`config.mk`:
```
export PLATFORM = sky130hd
export DESIGN_NAME = fetch_queue_flat
export DESIGN_NICKNAME = d
export VERILOG_FILES = /design/src/rtl/cpu_defs_pkg.sv /design/src/rtl/fetch_queue_if.sv /design/src/rtl/fetch_queue_ram.sv /design/src/rtl/fetch_queue.sv /design/src/flat_wrapper.sv
export SDC_FILE = /design/constraint.sdc
export NUM_CORES = 1
export LEC_CHECK = 0
export BUFFER_PORTS_ARGS = -buffer_cell sky130_fd_sc_hd__buf_2
export CORE_UTILIZATION = 38
export DETAILED_ROUTE_END_ITERATION = 10
export HOLD_SLACK_MARGIN = 0.05
export MAX_ROUTING_LAYER = met4
export PLACE_DENSITY = 0.63
export SLEW_MARGIN = 20
export SYNTH_ARGS = -nofsm -noshare
export SYNTH_HDL_FRONTEND = slang
export SYNTH_SLANG_ARGS = --single-unit
```
`constraint.sdc`:
```
create_clock -name clk -period 17.8 [get_ports clk]
set_input_delay 3.56 -clock clk [delete_from_list [all_inputs] [get_ports clk]]
set_output_delay 3.56 -clock clk [all_outputs]
set_load 0.05 [all_outputs]
```
`src/rtl/cpu_defs_pkg.sv`:
```
// cpu_defs_pkg: shared pipeline types and constants for the fetch queue.
package cpu_defs_pkg;
  typedef struct packed {
    logic [31:0] pc;
    logic [31:0] instr;
    logic        adel;
  } fq_entry_t;
  localparam logic [31:0] EXC_ADEL  = 32'h00000004;
  localparam logic [31:0] NOP_INSTR = 32'h0;
endpackage

```
`src/rtl/fetch_queue_if.sv`:
```
// fetch_queue_if: fetch-side push, decode-side pop and status signals of the fetch queue.
interface fetch_queue_if #(
  parameter int DEPTH   = 8,
  parameter int FETCH_W = 2
);
  localparam int AW = $clog2(DEPTH);
  localparam int NW = $clog2(FETCH_W + 1);
  logic                   flush;
  logic [NW-1:0]          push_num;
  logic [31:0]            push_pc;
  logic [32*FETCH_W-1:0]  push_instr;
  logic                   push_ready;
  logic                   pop;
  logic                   out_valid;
  logic [31:0]            out_pc;
  logic [31:0]            out_instr;
  logic                   out_adel;
  logic [AW:0]            count;
  modport master (
    output flush, push_num, push_pc, push_instr, pop,
    input  push_ready, out_valid, out_pc, out_instr, out_adel, count
  );
  modport slave (
    input  flush, push_num, push_pc, push_instr, pop,
    output push_ready, out_valid, out_pc, out_instr, out_adel, count
  );
endinterface

```
`src/rtl/fetch_queue_ram.sv`:
```
// fq_ram: DEPTH-entry register array, FETCH_W writes at consecutive addresses, one async read.
module fq_ram
  import cpu_defs_pkg::*;
#(
  parameter int DEPTH   = 8,
  parameter int FETCH_W = 2,
  parameter int AW      = $clog2(DEPTH)
) (
  input  logic               clk,
  input  logic [FETCH_W-1:0] we,
  input  logic [AW-1:0]      waddr,
  input  fq_entry_t          wdata [FETCH_W],
  input  logic [AW-1:0]      raddr,
  output fq_entry_t          rdata
);
  fq_entry_t mem [DEPTH];
  always_ff @(posedge clk)
    for (int i = 0; i < FETCH_W; i++)
      if (we[i]) mem[waddr + AW'(i)] <= wdata[i];
  assign rdata = mem[raddr];
endmodule

```
`src/rtl/fetch_queue.sv`:
```
// fetch_queue: circular instruction buffer decoupling I-side fetch from decode, tagging AdEL.
module fetch_queue
  import cpu_defs_pkg::*;
#(
  parameter int DEPTH   = 8,
  parameter int FETCH_W = 2
) (
  input logic          clk,
  input logic          rst,
  fetch_queue_if.slave bus
);
  localparam int AW = $clog2(DEPTH);
  localparam int NW = $clog2(FETCH_W + 1);
  logic [AW-1:0]      rptr, wptr;
  logic [AW:0]        cnt;
  logic               do_push, do_pop;
  logic [NW-1:0]      pushed;
  logic [FETCH_W-1:0] we;
  fq_entry_t          wdata [FETCH_W];
  fq_entry_t          head;
  assign bus.push_ready = cnt <= (AW+1)'(DEPTH - FETCH_W);
  assign bus.out_valid  = cnt != '0;
  assign do_push = (bus.push_num != '0) && bus.push_ready && !bus.flush;
  assign do_pop  = bus.pop && bus.out_valid && !bus.flush;
  assign pushed  = do_push ? bus.push_num : '0;
  always_comb
    for (int i = 0; i < FETCH_W; i++) begin
      we[i]          = do_push && (i < int'(bus.push_num));
      wdata[i].pc    = bus.push_pc + 32'(4 * i);
      wdata[i].instr = bus.push_instr[32*i +: 32];
      wdata[i].adel  = wdata[i].pc[1:0] != 2'b00;
    end
  fq_ram #(.DEPTH(DEPTH), .FETCH_W(FETCH_W), .AW(AW)) u_ram (
    .clk(clk), .we(we), .waddr(wptr), .wdata(wdata), .raddr(rptr), .rdata(head)
  );
  // storage is never reset, so the head is masked while the queue is empty
  assign bus.out_pc    = bus.out_valid ? head.pc : 32'h0;
  assign bus.out_instr = (bus.out_valid && !head.adel) ? head.instr : NOP_INSTR;
  assign bus.out_adel  = bus.out_valid && head.adel;
  assign bus.count     = cnt;
  always_ff @(posedge clk or negedge rst)
    if (!rst) begin
      rptr <= '0;
      wptr <= '0;
      cnt  <= '0;
    end else if (bus.flush) begin
      rptr <= '0;
      wptr <= '0;
      cnt  <= '0;
    end else begin
      wptr <= wptr + AW'(pushed);
      rptr <= rptr + AW'(do_pop);
      cnt  <= cnt + (AW+1)'(pushed) - (AW+1)'(do_pop);
    end
endmodule

```
`src/flat_wrapper.sv`:
```
// flat-port wrapper written by rule: the top's interface ports become plain ports
module fetch_queue_flat import cpu_defs_pkg::*;
#(
  parameter int DEPTH   = 8,
  parameter int FETCH_W = 2
)
  (clk, rst, bus_flush, bus_push_num, bus_push_pc, bus_push_instr, bus_pop, bus_push_ready, bus_out_valid, bus_out_pc, bus_out_instr, bus_out_adel, bus_count);
  fetch_queue_if #(.DEPTH(DEPTH), .FETCH_W(FETCH_W)) bus_i ();
  input logic clk;
  input logic rst;
  input wire logic [$bits(bus_i.flush)-1:0] bus_flush;
  input wire logic [$bits(bus_i.push_num)-1:0] bus_push_num;
  input wire logic [$bits(bus_i.push_pc)-1:0] bus_push_pc;
  input wire logic [$bits(bus_i.push_instr)-1:0] bus_push_instr;
  input wire logic [$bits(bus_i.pop)-1:0] bus_pop;
  output wire logic [$bits(bus_i.push_ready)-1:0] bus_push_ready;
  output wire logic [$bits(bus_i.out_valid)-1:0] bus_out_valid;
  output wire logic [$bits(bus_i.out_pc)-1:0] bus_out_pc;
  output wire logic [$bits(bus_i.out_instr)-1:0] bus_out_instr;
  output wire logic [$bits(bus_i.out_adel)-1:0] bus_out_adel;
  output wire logic [$bits(bus_i.count)-1:0] bus_count;
  assign bus_i.flush = bus_flush;
  assign bus_i.push_num = bus_push_num;
  assign bus_i.push_pc = bus_push_pc;
  assign bus_i.push_instr = bus_push_instr;
  assign bus_i.pop = bus_pop;
  assign bus_push_ready = bus_i.push_ready;
  assign bus_out_valid = bus_i.out_valid;
  assign bus_out_pc = bus_i.out_pc;
  assign bus_out_instr = bus_i.out_instr;
  assign bus_out_adel = bus_i.out_adel;
  assign bus_count = bus_i.count;
  fetch_queue #(.DEPTH(DEPTH), .FETCH_W(FETCH_W)) u_core (.clk(clk), .rst(rst), .bus(bus_i));
endmodule
```
# Yosys cells after proc, flatten, opt, wreduce, memory -nomap -nowiden
# Memories as Yosys holds them, arrays and structs flattened.
# Index checks and enable logic that the tools add are counted.
[word_totals]
reg_bits = 10
latchBits = 0
ram_bits = 520
rom_bits = 0
inputBits = 102
out_inout_bits = 71
word_cells = 37
mem_count = 1
[mem_list]
columns = ["name", "depth", "word_bits", "read_ports", "rd_ports_with_merged_regs", "write_ports", "line_no", "source"]
rows = [
  ["u_core.u_ram.mem", 8, 65, 1, 0, 2, "fetch_queue_ram.sv:16", "fq_entry_t mem [DEPTH];"],
]
[op_classes]
add_sub_neg = 6
mul = 0
n_div = 0
n_lt_le_gt_ge = 3
eq_ne = 0
n_shift = 0
muxes = 10
bitwise = 0
n_reduce_logical = 14
[ops]
columns = ["cell", "count"]
rows = [
  ["$mux W32", 2],
  ["$add A32 B3 Y32 const B", 1],
  ["$logic_and A1 B1 Y1", 8],
  ["$mux W3", 2],
  ["$reduce_bool A2 Y1", 3],
  ["$add A4 B2 Y4", 1],
  ["$le A4 B3 Y1 const B", 1],
  ["$lt A1 B2 Y1 const A", 2],
  ["$mux W1", 4],
  ["$mux W4", 1],
  ["$reduce_bool A4 Y1", 1],
  ["$sub A4 B1 Y4", 1],
  ["$add A3 B1 Y3", 1],
  ["$add A3 B1 Y3 const B", 1],
  ["$add A3 B2 Y3", 1],
  ["$logic_not A1 Y1", 2],
  ["$mux W2", 1],
]

# Logic depth before layout (Yosys ltp)
[logic_depth]
word_depth = 7
ltp_mapped = 13
mapped_depth_nobuf = 12

# By module
# From an unflattened synthesis, not the netlist that was laid out.
[hier_totals]
hier_cells = 1568
hier_area_um2 = 27561.4
[modules_own_cells]
columns = ["mod", "n_inst", "cells_each", "area_per_inst_um2", "seq_area_each_um2"]
rows = [
  ["fq_ram", 1, 1357, 25912.4, 15615.0],
  ["fetch_queue", 1, 211, 1649.1, 250.2],
]

# Least setup slack after synthesis
# No wires, ideal clock.
[synth_timing]
kind = "in2reg"
startpoint = "input bus_flush"
endpoint = "memory u_core.u_ram.mem[3][0] in the netlist's numbering (enable)"
setup_ps = 585
arrival_ps = 8969
t_required_ps = 17215
path_slack_ps = 8246
cell_stages = 4
n_path_buf = 1
cell_sequence = "buf_2 nor3_1 nand2_1 o31ai_1"
[synth_rtl]
columns = ["item", "line_no", "source"]
rows = [
  ["from (decl)", "flat_wrapper.sv:11", "input wire logic [$bits(bus_i.flush)-1:0] bus_flush;"],
  ["to (decl)", "fetch_queue_ram.sv:16", ""],
]

# Worst setup path in the final report
[layout_timing]
startpoint = "register u_core.rptr[0]"
endpoint = "output bus_out_instr[23]"
[layout_via]
elab_chain_len = 4
[layout_lines]
columns = ["item", "line_no", "source"]
rows = [
  ["from (decl)", "fetch_queue.sv:14", "logic [AW-1:0] rptr, wptr;"],
  ["from (signal assigned)", "fetch_queue.sv:52", "rptr <= rptr + AW'(do_pop);"],
  ["$mem_v2 Z8 W65 *", "--", ""],
  ["$logic_not A1 Y1", "fetch_queue.sv:38", "assign bus.out_instr = (bus.out_valid && !head.adel) ? head.instr : NOP_INSTR;"],
  ["$logic_and A1 B1 Y1", "fetch_queue.sv:38", ""],
  ["$mux W32 *", "fetch_queue.sv:38", ""],
  ["to (decl)", "flat_wrapper.sv:19", "output wire logic [$bits(bus_i.out_instr)-1:0] bus_out_instr;"],
]
# Mark *: on every way between the ends. The rest lies on a longest branch, timed or not.

==> flow_summary_export.csv <==
group,metric,value,unit
critical_path,r2r-end,"u_core.u_ram.mem[6][53]",
synth,synth_most_common_cell,"nand2_1",
routing,drtPass1Iterations,5,
grt,grt_max_degree,62,
synth,yosys_warnings,0,
synth,ys.flop_type,"edfxtp_1",
synth,synth-seq-cells,530,
routing,ant_nets,0,
power,ir_drop,71.4,uV
synth,synth_area_per_cell,11.5,um^2
critical_path,path_max_fanout,41,
cts,cts.path.max_buffers,3,
cts,insertion_delay,600,ps
synth,async_reset_ff_frac,0.0189,
die,rows,99,
worst_hold_path,holdPathEnd,"u_core.wptr[1]",
timing,tns,0,ps
critical_path,cp.required,14240,ps
worst_hold_path,min_path_cells,3,
cts,cts_setup_buffers,0,
synth,yosys-top-cells-count,"nand2_1, edfxtp_1, xnor2_1, clkbuf_1, mux4_2",
synth,syn_inst,2442,
cts,cts_resized,0,
place,gp_congestion,0.790,
timing,finalHoldViolations,0,
timing,relSlewSlack,0.281,
routing,drtIter0Drc,2017,
finish,fill_cells,6591,
timing,finalSetupViolations,0,
timing,setup_slack,10160,ps
finish,postLayoutCoreUtil,0.429,
critical_path,r2r_cells,7,
timing,worst_hold_slack,772,ps
cts,htree_levels,2,
synth,synth-seq-area-share,0.567,
cts,numCtsBuffers,52,
critical_path,path_class,"register to output pin",
synth,synth_fp_nets,2558,
die,core,73000,um^2
worst_hold_path,hp-start,"u_core.wptr[1]",
worst_hold_path,hp-class,"register to register",
timing,skew,26.7,ps
routing,vias,19300,
synth,ys_top_cells_by_area,"edfxtp_1, nand2_1, mux4_2",
cts,cts.sinks,530,
job,drv_cap,0,
grt,grt-ovfl-total,0,
critical_path,reg2reg_setup_slack,13690,ps
die,io_pins,173,
cts,clk_pin_slew,60,ps
synth,ys_types,53,
run_status,outcome,"completed",
die,fp.dieW,273,um
power,power_density,116,nW/um^2
timing,period_needed,7640,ps
grt,grt_pass1_wl,124,mm
routing,wl,84.1,mm
grt,grt_pass1_vias,19400,
place,dp_hpwl,47.6,mm
critical_path,regToRegStartpoint,"u_core.bus.count[3]",
place,port_buffers,172,
timing,fmax,0.131,GHz
routing,detail_route.vias_per_cell,5.53,
finish,drive_gt1_frac,0.187,
finish,syn_to_final_growth,11.9,%
synth,yosys.area.top_type,"edfxtp_1",
timing,post-route-period-util,0.429,
finish,finish.net_count,2589,
place,place_ws,10670,ps
grt,grt_antenna_before_repair,17,
routing,drc,0,
power,leakage,11.1,nW
cts,cts_tree,"yes",
timing,rsz0062_at_grt,"false",
synth,syn_area,28000,um^2
timing,tightestPinTransition,1070,ps
synth,synth_edf_count,520,
synth,synth_top_cell_area_share,0.558,
cts,hold_buffers,0,
grt,grt_usage,0.230,
routing,routedWlPerCell,24.1,um
cts,clock_tree.root_cell,"clkbuf_16",
die,fp.dieArea,74800,um^2
critical_path,cp.arrival,4080,ps
timing,slew_violations,0,
die,fp.dieH,273,um
die,initial_core_util,0.384,
critical_path,worstSetupStartpointType,"register",
critical_path,end_kind,"output pin",
## stage by stage
step                std cells  instance area (um^2)  total power [mW]
floorplan                2442                 28000              2.26
global placement         3375                 29500              2.53
detailed placement       3377                 29500              2.55
CTS                      3473                 31200              3.64
global route             3487                 31300              3.75
finish                   3489                 31300              3.63
## registers in the layout, indices dropped and copies added (netlist names)
register,flops
u_core.wptr,3
u_core.rptr,3
u_core.bus.count,4
u_core.u_ram.mem,520
## worst max-delay path by stage
stage | from | endpoint | slack, ps | cells after the start
detailed placement | u_core.rptr[0] | bus_out_instr[10] | 10670 | 6
finish | u_core.rptr[0] | bus_out_instr[23] | 10160 | 6
CTS | u_core.rptr[0] | bus_out_instr[10] | 10050 | 6
global placement | u_core.rptr[0] | bus_out_instr[11] | 10700 | 6
global route | u_core.rptr[0] | bus_out_instr[10] | 9840 | 6
floorplan | bus_flush | u_core.u_ram.mem[3][0] | 8250 | 4
## logic make-up (layout without fill, tap and decap cells)
family	count (synthesis)	count (layout)	share of synthesized area
adder cells (fa/ha/maj)	14	14	0.00679
AND/OR/NAND/NOR	1190	1190	0.181
AO/OA/AOI/OAI	15	15	0.00349
XOR/XNOR	238	238	0.0758
other	0	15	0
flip-flops	530	530	0.567
buffers and inverters	259	332	0.0390
multiplexers	196	196	0.127
## report_power, final
part           switching, mW  internal, mW  total [mW]
logic                  0.707         0.286       0.993
registers             0.0344          1.49        1.52
clock network          0.484         0.630        1.11
total                   1.22          2.41        3.63
## final cells by class
| class | count | area (um^2) | area share |
|---|---|---|---|
| Antenna cell | 15 | 37.5 | 0.00120 |
| Clock buffer | 66 | 1410 | 0.0449 |
| Clock inverter | 30 | 284 | 0.00907 |
| Inverter | 12 | 45.0 | 0.00144 |
| Multi-Input combinational cell | 1653 | 11200 | 0.357 |
| Sequential cell | 530 | 15900 | 0.507 |
| Tap cell | 959 | 1200 | 0.0383 |
| Timing Repair Buffer | 224 | 1280 | 0.0408 |
## worst max-delay path, stage by stage (launching register included)
cell and delay (ps):
dfrtp_4 680, buf_4 740, buf_4 790, mux4_2 590
mux2i_1 180, nor2_1 100, buf_2 230
## routing by layer
layer	global-route usage	up-vias	share of wire
met5	-	-	0
met4	0.0782	0	0.027
met3	0.0446	174	0.094
met2	0.374	1000	0.49
met1	0.288	9606	0.39
li1	-	8515	-
## placed cells by master, fill, tap and decap left out, types with 3 or more instances in the layout
cell type / synthesis / final
and2_1: 4 / 4
and3_1: 5 / 4
and4_1: 4 / 4
buf_2: 34 / 172
buf_4: 6 / 49
bufinv_16: 0 / 5
clkbuf_1: 139 / 10
clkbuf_16: 0 / 53
clkbuf_8: 0 / 3
clkinv_1: 0 / 8
clkinv_2: 0 / 11
clkinvlp_4: 0 / 3
dfrtp_1: 10 / 7
dfrtp_4: 0 / 3
diode_2: 0 / 15
edfxtp_1: 520 / 520
ha_1: 12 / 12
inv_1: 12 / 12
mux2i_1: 68 / 68
mux4_2: 128 / 128
nand2_1: 878 / 878
nand3_1: 58 / 58
nand4_1: 53 / 53
nor2_1: 111 / 110
nor2b_1: 5 / 5
nor3_1: 27 / 25
nor3_2: 1 / 3
nor4_1: 14 / 11
nor4_2: 1 / 4
nor4_4: 8 / 8
o21ai_4: 0 / 6
xnor2_1: 171 / 171
xor2_1: 65 / 65
Power figures use the tool's default switching activity.
